File: config.mk
export PLATFORM = sky130hd
export DESIGN_NAME = instr_fetch_unit
export DESIGN_NICKNAME = d
export VERILOG_FILES = /design/src/rtl/riscv_pkg.sv /design/src/rtl/ifu_pc_gen.sv /design/src/rtl/instr_fetch_unit.sv
export SDC_FILE = /design/constraint.sdc
export NUM_CORES = 1
export LEC_CHECK = 0
export BUFFER_PORTS_ARGS = -buffer_cell sky130_fd_sc_hd__buf_2
export CORE_MARGIN = 1
export CORE_UTILIZATION = 40
export CTS_CLUSTER_SIZE = 14
export DETAILED_ROUTE_END_ITERATION = 16
export MAX_ROUTING_LAYER = met4
export PLACE_DENSITY = 0.63
export SYNTH_ARGS = -nofsm -noshare
export SYNTH_HDL_FRONTEND = slang
export SYNTH_HIERARCHICAL = 1
export SYNTH_SLANG_ARGS = --single-unit
File: constraint.sdc
create_clock -name clk -period 7.2 [get_ports clk]
set_input_delay 1.44 -clock clk [delete_from_list [all_inputs] [get_ports clk]]
set_output_delay 1.44 -clock clk [all_outputs]
set_load 0.02 [all_outputs]
File: src/rtl/riscv_pkg.sv
// Shared RISC-V core definitions: canonical NOP, base opcodes and fetch-unit FSM states.
package riscv_pkg;

  localparam logic [31:0] NOP_INST = 32'h0000_0013;

  localparam logic [6:0] R_TYPE = 7'h33;
  localparam logic [6:0] I_TYPE = 7'h13;
  localparam logic [6:0] LOAD   = 7'h03;
  localparam logic [6:0] STORE  = 7'h23;
  localparam logic [6:0] BRANCH = 7'h63;
  localparam logic [6:0] JAL    = 7'h6f;
  localparam logic [6:0] JALR   = 7'h67;

  typedef enum logic [2:0] {
    IDLE  = 3'd0,
    REQ   = 3'd1,
    WAIT  = 3'd2,
    HOLD  = 3'd3,
    FAULT = 3'd4
  } ifu_state_t;

endpackage

File: src/rtl/ifu_pc_gen.sv
// Fetch PC register, pending-redirect latch and +4 incrementer for instr_fetch_unit.
module ifu_pc_gen #(
  parameter int              XLEN     = 32,
  parameter logic [XLEN-1:0] RESET_PC = '0
) (
  input  logic            clk,
  input  logic            rst_n,
  input  logic            load_redir,
  input  logic            load_pend,
  input  logic            take_pend,
  input  logic            advance,
  input  logic            clear_pend,
  input  logic [XLEN-1:0] redir_pc,
  output logic [XLEN-1:0] pc,
  output logic            pend_vld
);

  logic [XLEN-1:0] pend_pc;
  logic [XLEN-1:0] pc_plus4;

  // Wraps modulo 2^XLEN.
  assign pc_plus4 = pc + XLEN'(4);

  always_ff @(posedge clk or negedge rst_n) begin
    if (!rst_n) begin
      pc       <= RESET_PC;
      pend_pc  <= RESET_PC;
      pend_vld <= 1'b0;
    end else begin
      if (load_redir) begin
        pc       <= redir_pc;
        pend_vld <= 1'b0;
      end else if (load_pend) begin
        // The request address must stay stable until accepted, so park the target.
        pend_pc  <= redir_pc;
        pend_vld <= 1'b1;
      end else if (take_pend) begin
        pc       <= pend_pc;
        pend_vld <= 1'b0;
      end else if (advance) begin
        pc <= pc_plus4;
      end
      if (clear_pend) pend_vld <= 1'b0;
    end
  end

endmodule

File: src/rtl/instr_fetch_unit.sv
// Fetch stage: one-outstanding imem request FSM, instruction register and field slicing.
// Optional misaligned-redirect fault checking is enabled by defining IFU_MISALIGN_CHK_EN.
module instr_fetch_unit
  import riscv_pkg::*;
#(
  parameter int              XLEN     = 32,
  parameter logic [XLEN-1:0] RESET_PC = '0
) (
  input  logic            clk,
  input  logic            rst_n,
  // Request: transfer when imem_req_valid && imem_req_ready at a rising edge;
  // valid and addr stay stable until that edge. Response: one-cycle valid pulse.
  output logic            imem_req_valid,
  input  logic            imem_req_ready,
  output logic [XLEN-1:0] imem_req_addr,
  input  logic            imem_resp_valid,
  input  logic [31:0]     imem_resp_data,
  input  logic            redirect_valid,
  input  logic [XLEN-1:0] redirect_pc,
  input  logic            stall,
  output logic            inst_valid,
  output logic [31:0]     inst,
  output logic [XLEN-1:0] inst_pc,
  output logic [XLEN-1:0] inst_pc_plus4,
  output logic [6:0]      opcode,
  output logic [2:0]      funct3,
  output logic [6:0]      funct7,
  output logic            misaligned,
  output logic [2:0]      dbg_state
);

  ifu_state_t      state;
  logic            drop;
  logic [XLEN-1:0] pc;
  logic            pend_vld;
  logic [XLEN-1:0] redir_pc;
  logic            redir_bad;
  logic            load_redir, load_pend, take_pend, advance;

`ifdef IFU_MISALIGN_CHK_EN
  assign redir_bad = redirect_valid && (redirect_pc[1:0] != 2'b00);
  assign redir_pc  = redirect_pc;
`else
  assign redir_bad = 1'b0;
  assign redir_pc  = redirect_pc & ~XLEN'(3);
`endif

  always_comb begin
    load_redir = 1'b0;
    load_pend  = 1'b0;
    take_pend  = 1'b0;
    advance    = 1'b0;
    if (redirect_valid && !redir_bad) begin
      if (state == REQ && !imem_req_ready) load_pend  = 1'b1;
      else                                 load_redir = 1'b1;
    end else if (state == REQ && imem_req_ready && pend_vld) begin
      take_pend = 1'b1;
    end else if (state == HOLD && !redirect_valid && !stall) begin
      advance = 1'b1;
    end
  end

  ifu_pc_gen #(.XLEN(XLEN), .RESET_PC(RESET_PC)) u_pc_gen (
    .clk        (clk),
    .rst_n      (rst_n),
    .load_redir (load_redir),
    .load_pend  (load_pend),
    .take_pend  (take_pend),
    .advance    (advance),
    .clear_pend (redir_bad),
    .redir_pc   (redir_pc),
    .pc         (pc),
    .pend_vld   (pend_vld)
  );

  always_ff @(posedge clk or negedge rst_n) begin
    if (!rst_n) begin
      state      <= IDLE;
      drop       <= 1'b0;
      inst_valid <= 1'b0;
      inst       <= NOP_INST;
      inst_pc    <= RESET_PC;
    end else if (redir_bad) begin
      state      <= FAULT;
      drop       <= 1'b0;
      inst_valid <= 1'b0;
      inst       <= NOP_INST;
    end else begin
      case (state)
        IDLE: state <= REQ;
        REQ: begin
          if (imem_req_ready) begin
            state <= WAIT;
            // The accepted request belongs to a stale path if any redirect is known.
            drop  <= redirect_valid || pend_vld;
          end
        end
        WAIT: begin
          if (redirect_valid) begin
            if (imem_resp_valid) begin
              state <= REQ;
              drop  <= 1'b0;
            end else begin
              drop <= 1'b1;
            end
          end else if (imem_resp_valid) begin
            if (drop) begin
              drop  <= 1'b0;
              state <= REQ;
            end else begin
              inst       <= imem_resp_data;
              inst_pc    <= pc;
              inst_valid <= 1'b1;
              state      <= HOLD;
            end
          end
        end
        HOLD: begin
          if (redirect_valid || !stall) begin
            inst_valid <= 1'b0;
            inst       <= NOP_INST;
            state      <= REQ;
          end
        end
        FAULT: if (redirect_valid) state <= REQ;
        default: state <= IDLE;
      endcase
    end
  end

`ifdef IFU_MISALIGN_CHK_EN
  always_ff @(posedge clk or negedge rst_n) begin
    if (!rst_n)                                misaligned <= 1'b0;
    else if (redir_bad)                        misaligned <= 1'b1;
    else if (state == FAULT && redirect_valid) misaligned <= 1'b0;
  end
`else
  assign misaligned = 1'b0;
`endif

  assign imem_req_valid = (state == REQ);
  assign imem_req_addr  = pc;
  assign inst_pc_plus4  = inst_pc + XLEN'(4);
  assign opcode         = inst[6:0];
  assign funct3         = inst[14:12];
  assign funct7         = inst[31:25];
  assign dbg_state      = state;

endmodule
### Word level (Yosys, flattened, before mapping)

Index checks and enable logic that the tools add are counted.

| operators by class | value |
|---|---|
| eq/ne operators | 12 |
| bitwise operators | 3 |
| reductions and logical operators | 21 |
| mux-type cells | 39 |
| add/subtract/negate cells | 2 |

Operator list:

| cell | count |
|---|---|
| $mux 32 | 8 |
| $add 32x3->32 const B | 2 |
| $pmux 32 s2 | 1 |
| $mux 1 | 20 |
| $mux 3 | 6 |
| $pmux 3 s5 | 1 |
| $ne 2x2->1 const B | 5 |
| $reduce_and 4->1 | 2 |
| $eq 3x2->1 const B | 2 |
| $reduce_bool 3->1 | 2 |
| $logic_and 1x1->1 | 5 |
| $reduce_and 5->1 | 1 |
| $ne 2x1->1 const B | 2 |
| $pmux 1 s2 | 2 |
| $reduce_and 2->1 | 2 |
| $reduce_bool 2->1 | 2 |
| $eq 3x1->1 const B | 1 |
| $eq 3x3->1 const B | 1 |
| $logic_not 1->1 | 3 |
| $logic_not 3->1 | 1 |
| $ne 3x3->1 const B | 1 |
| $not 1->1 | 3 |
| $reduce_and 3->1 | 1 |
| $logic_or 1x1->1 | 2 |
| $mux 2 | 1 |

| storage, ports and cells | value |
|---|---|
| register bits | 132 |
| input port bits | 70 |
| logic and storage cells | 85 |
| output and inout bits | 151 |

### Depth between registers and ports, before layout

Gate-level depths: netlist of the first run.

| logic depth | value |
|---|---|
| depth in word-level cells | 10 |
| depth in mapped cells | 11 |
| gate-level depth less buffers | 8 |

### Cells and area by module

The synthesis of the first run kept the hierarchy.

By module, submodules not included:

| module | seq. area each (sq um) | instances | area an instance (sq um) | cells an instance |
|---|---|---|---|---|
| ifu_pc_gen | 1626.6 | 1 | 3718.6 | 438 |
| instr_fetch_unit | 1705.4 | 1 | 3628.5 | 333 |

### Least setup slack after synthesis of the first run

OpenSTA, ideal clock, no wires.

| path | value |
|---|---|
| path kind | input-to-reg |
| from | in redirect_valid |
| to | reg u_pc_gen.pc[23] |
| data required time | 7.061 ns |
| arrival | 3.185 ns |
| cell stages on the path | 6 |
| library setup time | 0.139 ns |
| path slack | 3.876 ns |
| buffers on the path | 1 |
| cell sequence | buf_2 nor3b_1 o21bai_1 nand2_1 and4_1 or4_1 |

| between the ends | value |
|---|---|
| elaborated cells on any way between the ends | 15 |
| classes of those cells | eq/ne: 1; mux: 9; reduce/logical: 5 |

RTL lines:

| element | RTL line | RTL |
|---|---|---|
| start: declaration | instr_fetch_unit.sv:18 | `input logic redirect_valid,` |
| $mux 1 | instr_fetch_unit.sv:53 | `if (redirect_valid && !redir_bad) begin` |
| named net load_pend | instr_fetch_unit.sv:38 | `logic load_redir, load_pend, take_pend, advance;` |
| $ne 2x2->1 (no line) | n/a |  |
| $reduce_and 2->1 (no line) | n/a |  |
| end signal: assignment | ifu_pc_gen.sv:31 | `pc <= redir_pc;` |
| end signal: assignment | ifu_pc_gen.sv:38 | `pc <= pend_pc;` |
| end signal: assignment | ifu_pc_gen.sv:41 | `pc <= pc_plus4;` |
| end: declaration | ifu_pc_gen.sv:14 | `output logic [XLEN-1:0] pc,` |

The timed path passes the listed nets, and every way through them passes these cells. The select of a mux whose other input is x is not followed.
A chain may end at the register's enable or synchronous reset.

### Worst setup path after layout of the first run

| path | value |
|---|---|
| from | reg inst_pc[2] |
| to | out inst_pc_plus4[26] |

| between the ends | value |
|---|---|
| longest elaborated chain between the ends | 1 |

RTL lines:

| element | RTL line | RTL |
|---|---|---|
| start: declaration | instr_fetch_unit.sv:23 | `output logic [XLEN-1:0] inst_pc,` |
| start signal: assignment | instr_fetch_unit.sv:112 | `inst_pc <= pc;` |
| $add 32x3->32 | instr_fetch_unit.sv:143 | `assign inst_pc_plus4 = inst_pc + XLEN'(4);` |
| end: declaration | instr_fetch_unit.sv:24 | `output logic [XLEN-1:0] inst_pc_plus4,` |

Every way passes these cells.

==> results of run 1 <==
Yosys cell counts (all sizes together) (10+ instances only):
cell type	instances	area share, %
xnor2	21	2.5
buf	39	3.4
nand2	162	8.3
inv	41	2.1
o21ai	23	1.6
dfrtp	130	44
nor2	23	1.2
nor4	10	1.5
mux2i	38	5.2
o211ai	12	1.2
nand3	32	2.6
clkbuf	21	1.1
mux2	35	5.4
nand4	23	2.2
a22oi	15	1.5
a21oi	20	1.4
and3	10	0.87
worst max-delay path, delay by kind of cell (launching register included):
family                     cells  cell delay [ns]
buffers and inverters          1             0.19
DFF                            1             0.46
and+or+nand+nor                3             0.72
xor gates and xnor gates       1             0.18
adders and majority gates      1             0.27
final cells by class:
cell class / count / area (sq um)
fill: 1726 / 8890
multi-input combinational: 543 / 3560
sequential: 133 / 3330
timing repair buffer: 227 / 1170
clock buffer: 22 / 464
tap: 229 / 287
inverter: 41 / 154
clock inverter: 10 / 105
worst min path at each step:
stage,slack (ns),to,startpoint
floorplan,0.45,u_pc_gen/pend_pc[3]$_DFFE_PN0P_,u_pc_gen/pend_pc[3]$_DFFE_PN0P_
global placement,0.46,u_pc_gen/pend_pc[25]$_DFFE_PN0P_,u_pc_gen/pend_pc[25]$_DFFE_PN0P_
detailed placement,0.46,u_pc_gen/pend_pc[10]$_DFFE_PN0P_,u_pc_gen/pend_pc[10]$_DFFE_PN0P_
CTS,0.48,u_pc_gen/pend_pc[31]$_DFFE_PN0P_,u_pc_gen/pend_pc[31]$_DFFE_PN0P_
global route,0.49,u_pc_gen/pend_pc[15]$_DFFE_PN0P_,u_pc_gen/pend_pc[15]$_DFFE_PN0P_
finish,0.47,u_pc_gen/pend_pc[4]$_DFFE_PN0P_,u_pc_gen/pend_pc[4]$_DFFE_PN0P_
state kept, by name (all words and copies together) (netlist names):
signal and cells:
u_pc_gen/pc 32, inst_pc 32, u_pc_gen/pend_vld 1, dbg_state 2, inst_valid 1, drop 1, inst 32, u_pc_gen/pend_pc 32
layer usage:
layer  track usage, %  up-vias  share of wire (%)
li1                 -     3085                  -
met1             31.8     3110                 47
met2             32.3      223                 46
met3             3.46       21                5.8
met4             7.33        0                1.3
met5                -        -                  0
through the flow:
stage	hold WS (ns)	utilization [%]
global route	0.493	50.5
finish	0.473	50.5
detailed placement	0.463	47.3
floorplan	0.445	-
global placement	0.458	47.3
CTS	0.477	50.5
logic make-up (layout without fill, tap and decap cells):
| logic type | Yosys count | count (layout) |
|---|---|---|
| AOI/OAI and AO/OA | 119 | 119 |
| xor gates and xnor gates | 28 | 28 |
| adders and majority gates | 2 | 2 |
| buffers and inverters | 101 | 300 |
| DFF | 133 | 133 |
| muxes | 73 | 73 |
| other | 1 | 7 |
| and+or+nand+nor | 314 | 314 |
report_power, final:
group          total, W  leakage, nW  internal, W  switching (W)
Sequential      0.00146         1.65      0.00108       0.000377
Clock          0.000838        0.279     0.000524       0.000314
Combinational   0.00167         2.55     0.000626        0.00105
Total           0.00397         4.49      0.00223        0.00174
==> insert_results.sql, run 1 <==
INSERT INTO impl_metrics (metric_group, metric, value, unit) VALUES
('floorplanning', 'ioPinCount', '221', ''),
('grt', 'grt_overflow_total', '0', ''),
('synth', 'ys_seq_area_share', '45.4', '%'),
('synth', 'muxShareOfSynthArea', '10.5', '%'),
('grt', 'grt_max_degree', '70', ''),
('setup_path', 'critical_path.slowest_cell', 'dfrtp_1', ''),
('timing', 'final_hold_viol_count', '0', ''),
('synth', 'synth_top_family_by_area', 'simple AND/OR/NAND/NOR gates', ''),
('timing', 'worst_case_setup_margin_in_the_final_layout', '3.52', 'ns'),
('placed_design', 'detailedPlacementHpwl', '14.0', 'mm'),
('min_path', 'min_path_cells', '2', ''),
('floorplanning', 'core_area', '18000', 'sq um'),
('timing', 'timing.final.setup_violations', '0', ''),
('setup_path', 'critical_path.cell_chain', 'ha_1, nand3_1, nor2_2, nand4_1, xnor2_1, buf_2', ''),
('synth', 'synth-edff-count', '0', ''),
('routing', 'detail_route.drc_violations', '0', ''),
('floorplanning', 'placement_rows', '49', ''),
('setup_path', 'crit_path_max_fanout', '10', ''),
('setup_path', 'crit-reg2reg-capture', 'u_pc_gen/pc[23]$_DFFE_PN0P_', ''),
('timing', 'timing.final.crit_share', '51.1', '%'),
('synth', 'area_share_of_and_or_nand_nor_cells_after_synthesis', '22.1', '%'),
('grt', 'first_global_vias', '5694', ''),
('cts', 'clock_tree.htree_level_count', '4', ''),
('synth', 'synth_area_per_cell', '9.53', 'sq um'),
('timing', 'relSlewSlack', '30.3', '%'),
('cts', 'cts_root_buffer', 'clkbuf_16', ''),
('floorplanning', 'die_w', '138', 'um'),
('power_and_ir_drop', 'total_leakage_power', '4.49', 'nW'),
('synth', 'post_synth_num_cell_types', '68', ''),
('routing', 'route.detailed.vias_per_inst', '5.34', ''),
('cts', 'clock_insertion_delay_worst_skew', '0.42', 'ns'),
('placed_design', 'gp_congestion', '0.799', ''),
('cts', 'numClockSinks', '133', ''),
('setup_path', 'worstSetupStartpointType', 'flip-flop', ''),
('floorplanning', 'start_util', '40.9', '%'),
('routing', 'ant_nets', '0', ''),
('grt', 'grt_pass1_wl', '31.3', 'mm'),
('setup_path', 'reg2reg_setup_slack', '4.11', 'ns'),
('setup_path', 'worstPathArrival', '2.24', 'ns'),
('placed_design', 'place.port_buffers', '216', ''),
('timing', 'maxClockFrequency', '272', 'MHz'),
('synth', 'mappedNetlistArea', '7350', 'sq um'),
('synth', 'post_synth_xor_area_fraction', '3.34', '%'),
('cells_and_area', 'post_route_cells_drive_above_1_share', '31.6', '%'),
('power_and_ir_drop', 'peakVddDrop', '0.000195', 'V'),
('setup_path', 'crit_end', 'inst_pc_plus4[26]', ''),
('timing', 'min_period', '3.68', 'ns'),
('grt', 'grt_use_total', '22.3', '%'),
('synth', 'ys_ff_latch', '133', ''),
('cts', 'cts_tree', 'built', ''),
('run', 'max-cap-violations', '0', ''),
('cts', 'clk_path_buf_depth', '2', ''),
('routing', 'dr.first_iter.drc_count', '421', ''),
('timing', 'fin_tns_setup', '0', 'ns'),
('setup_path', 'crit_path_max_incr_delay', '0.46', 'ns'),
('routing', 'routed-via-count', '6439', ''),
('cells_and_area', 'most-common-layout-cells', '215 x buf_2, 162 x nand2_1, 130 x dfrtp_1, 41 x inv_1, 38 x mux2i_1', ''),
('setup_path', 'rr_worst_depth', '9', ''),
('power_and_ir_drop', 'post-layout-total-power', '0.00397', 'W'),
('grt', 'grt_antenna_before_repair', '0', ''),
('setup_path', 'timing.rr.start', 'dbg_state[1]$_DFFE_PN0P_', ''),
('timing', 'slew_violations', '0', ''),
('routing', 'post_drt_wl_per_cell', '16.6', 'um'),
('min_path', 'worstHoldPathType', 'flip-flop to flip-flop', ''),
('routing', 'wl', '20.0', 'mm'),
('setup_path', 'crit_required', '5.76', 'ns'),
('cts', 'cts_inserted_buffers', '17', ''),
('floorplanning', 'floorplan.die_area', '18900', 'sq um'),
('cts', 'number_of_hold_buffers_added_after_cts', '0', ''),
('setup_path', 'worstSetupPathType', 'flip-flop to output pin', ''),
('status', 'outcome', 'finished, final reports clean', '');
Power figures use the tool's default switching activity.
==> inputs of run 2 (changes only) <==
Settings changed: ABC_AREA from default to 1, PLACE_DENSITY 0.63 to 0.62.
Clock period 7.2 ns to 3.5 ns, I/O delays scaled along.
==> insert_results.sql, run 2 <==
INSERT INTO impl_metrics (metric_group, metric, value, unit) VALUES
('power_and_ir_drop', 'peakVddDrop', '0.000440', 'V'),
('cells_and_area', 'multiInputGateArea', '3500', 'sq um'),
('setup_path', 'reg2reg_setup_slack', '1.20', 'ns'),
('cts', 'post_cts_resize_count', '0', ''),
('synth', 'async_flop_share', '100', '%'),
('cts', 'clk_path_buf_depth', '2', ''),
('routing', 'dr.first_iter.drc_count', '573', ''),
('power_and_ir_drop', 'total_leakage_power', '4.94', 'nW'),
('cells_and_area', 'finish.net_count', '1316', ''),
('synth', 'synthesis.instances', '1048', ''),
('status', 'outcome', 'finished, final reports clean', ''),
('grt', 'grt_antenna_before_repair', '0', ''),
('timing', 'timing.final.setup_violations', '0', ''),
('floorplanning', 'fp.dieH', '139', 'um'),
('floorplanning', 'die_w', '139', 'um'),
('timing', 'maxClockFrequency', '367', 'MHz'),
('cts', 'clock_insertion_delay_worst_skew', '0.43', 'ns'),
('cells_and_area', 'post_route_cells_drive_above_1_share', '24.7', '%'),
('synth', 'ys_ff_latch', '133', ''),
('timing', 'final_hold_viol_count', '0', ''),
('synth', 'synth-edff-count', '0', ''),
('timing', 'slew_violations', '0', ''),
('synth', 'synth.top_cells.by_area', 'dfrtp_1 43%, nand2_1 18%, nor2_1 6.7%', ''),
('routing', 'wl', '21.6', 'mm'),
('timing', 'hold_slack', '0.324', 'ns'),
('routing', 'routed-via-count', '7119', ''),
('cells_and_area', 'area.growth.synth_to_final', '24.0', '%'),
('cts', 'clock_tree.htree_level_count', '4', ''),
('synth', 'ys_dominant_reg_cell', 'dfrtp_1', ''),
('cts', 'cts_inserted_buffers', '17', ''),
('routing', 'detailed_routing_iterations_pass_1', '6', ''),
('cells_and_area', 'antenna_cells_inserted', '0', ''),
('grt', 'grt_pass1_wl', '34.9', 'mm'),
('setup_path', 'crit_required', '2.80', 'ns'),
('synth', 'synth.yosys.warnings', '6', ''),
('timing', 'timing.final.crit_share', '77.9', '%'),
('placed_design', 'gp_congestion', '0.859', ''),
('timing', 'rsz_0062_raised_after_global_routing', 'no', ''),
('cells_and_area', 'most-common-layout-cells', '356 x nand2_1, 215 x buf_2, 134 x nor2_1, 130 x dfrtp_1, 98 x inv_1', ''),
('setup_path', 'crit-reg2reg-capture', 'u_pc_gen/pc[11]$_DFFE_PN0P_', ''),
('cts', 'number_of_hold_buffers_added_after_cts', '0', ''),
('synth', 'synthDominantAreaCellType', 'dfrtp_1', ''),
('setup_path', 'crit_path_max_fanout', '4', ''),
('min_path', 'worstHoldPathType', 'primary input to asynchronous set/reset pin', ''),
('synth', 'mappedNetlistArea', '7550', 'sq um'),
('setup_path', 'worstSetupStartpointType', 'flip-flop', ''),
('run', 'max-cap-violations', '0', ''),
('cts', 'cts_root_buffer', 'clkbuf_16', ''),
('floorplanning', 'core_area', '18200', 'sq um'),
('cts', 'cts.reportedPaths.clkPinSlew', '0.06', 'ns'),
('routing', 'route.detailed.vias_per_inst', '4.79', ''),
('timing', 'relSlewSlack', '36.7', '%'),
('timing', 'fin_worst_skew', '0.0133', 'ns'),
('grt', 'grt_use_total', '23.6', '%'),
('synth', 'synthDominantCellAreaShare', '43.1', '%'),
('grt', 'first_global_vias', '6649', ''),
('routing', 'post_drt_wl_per_cell', '14.6', 'um'),
('cts', 'cts_tree', 'built', ''),
('floorplanning', 'ioPinCount', '221', ''),
('cts', 'postCtsSetupBuffers', '0', ''),
('placed_design', 'detailedPlacementHpwl', '15.9', 'mm'),
('synth', 'synth_area_per_cell', '7.20', 'sq um'),
('routing', 'detail_route.drc_violations', '0', ''),
('power_and_ir_drop', 'power_density', '964', 'nW/um^2'),
('setup_path', 'timing.rr.start', 'dbg_state[1]$_DFFE_PN0P_', ''),
('setup_path', 'timing.critical_path.to_type', 'output pin', ''),
('synth', 'yosys.cell_count.top_type', 'nand2_1', ''),
('cells_and_area', 'fin_area', '9360', 'sq um'),
('timing', 'fin_tns_setup', '0', 'ns'),
('cells_and_area', 'final_common_cell', 'nand2_1', ''),
('cts', 'numClockSinks', '133', ''),
('timing', 'worst_case_setup_margin_in_the_final_layout', '0.773', 'ns'),
('cells_and_area', 'layout.area.seq', '3330', 'sq um'),
('routing', 'ant_nets', '0', ''),
('setup_path', 'critPathLaunch', 'inst_pc[3]$_DFFE_PN0P_', ''),
('grt', 'grt_max_degree', '78', ''),
('synth', 'synth.top_cells.by_count', '357 x nand2_1, 134 x nor2_1, 130 x dfrtp_1, 98 x inv_1, 63 x o21ai_0', ''),
('floorplanning', 'start_util', '41.4', '%'),
('placed_design', 'place.port_buffers', '216', ''),
('placed_design', 'post_dp_cell_area', '8690', 'sq um'),
('power_and_ir_drop', 'post-layout-total-power', '0.00902', 'W'),
('setup_path', 'rr_worst_depth', '12', ''),
('setup_path', 'worstSetupPathType', 'flip-flop to output pin', ''),
('cells_and_area', 'filler_cell_count', '1852', ''),
('placed_design', 'detailedPlace.worstSlack', '0.972', 'ns'),
('floorplanning', 'placement_rows', '49', ''),
('synth', 'post_synth_num_cell_types', '37', ''),
('synth', 'ys_seq_area_share', '44.1', '%'),
('floorplanning', 'floorplan.die_area', '19400', 'sq um'),
('setup_path', 'worstPathArrival', '2.03', 'ns'),
('grt', 'grt_overflow_total', '0', ''),
('timing', 'worst_pin_slew', '0.948', 'ns'),
('timing', 'min_period', '2.73', 'ns');
## run 2: power breakdown
group	internal, W	switching [W]	total [W]
combinational	0.00130	0.00261	0.00392
clock	0.00135	0.000679	0.00203
sequential	0.00225	0.000826	0.00307
total	0.00490	0.00412	0.00902
## run 2: routing by layer
metal	GRT usage (%)	routed length (um)
met2	36.0	10000
met5	-	0
met3	4.20	1090
met4	6.55	252
met1	32.2	10300
## run 2: worst max-delay path by stage
stage | endpoint | slack [ns] | depth (start not counted)
6_report | inst_pc_plus4[14] | 0.77 | 7
5_1_grt | inst_pc_plus4[30] | 0.53 | 9
4_1_cts | inst_pc_plus4[14] | 0.74 | 7
3_5_place_dp | inst_pc[28]$_DFFE_PN0P_ | 0.97 | 6
3_3_place_gp | inst_pc[28]$_DFFE_PN0P_ | 0.98 | 6
2_1_floorplan | inst_pc_plus4[18] | 1.23 | 6
## run 2: logic make-up (layout without fill, tap and decap cells)
family / count (synthesis) / in the layout / share of synthesized area (%)
DFF: 133 / 133 / 44.1
and+or+nand+nor: 576 / 576 / 31.1
buffers and inverters: 160 / 363 / 9.91
adders and majority gates: 2 / 2 / 0.332
xor gates and xnor gates: 17 / 17 / 1.97
other: 1 / 7 / 0.0497
AOI/OAI and AO/OA: 159 / 159 / 12.5
## run 2: final cells by class
class	count	share of cell area (%)
Timing Repair Buffer	230	12.7
Clock buffer	19	4.73
Sequential cell	133	35.6
Tap cell	229	3.06
Inverter	101	4.05
Multi-Input combinational cell	761	37.4
Clock inverter	13	2.45
## run 2: through the flow
| step | cells | utilization (%) |
|---|---|---|
| floorplan | 1054 | - |
| global placement | 1454 | 47.7 |
| detailed placement | 1454 | 47.7 |
| CTS | 1486 | 51.4 |
| global route | 1486 | 51.4 |
| finish | 1486 | 51.4 |
## run 2: worst max-delay path, cell delays in order, from the launching register on
cell and delay, ns:
dfrtp_1 0.40, ha_1 0.23, nand2_1 0.07, nor2_1 0.13, nand2_1 0.14, nor2_1 0.27, xor2_1 0.19, buf_2 0.19
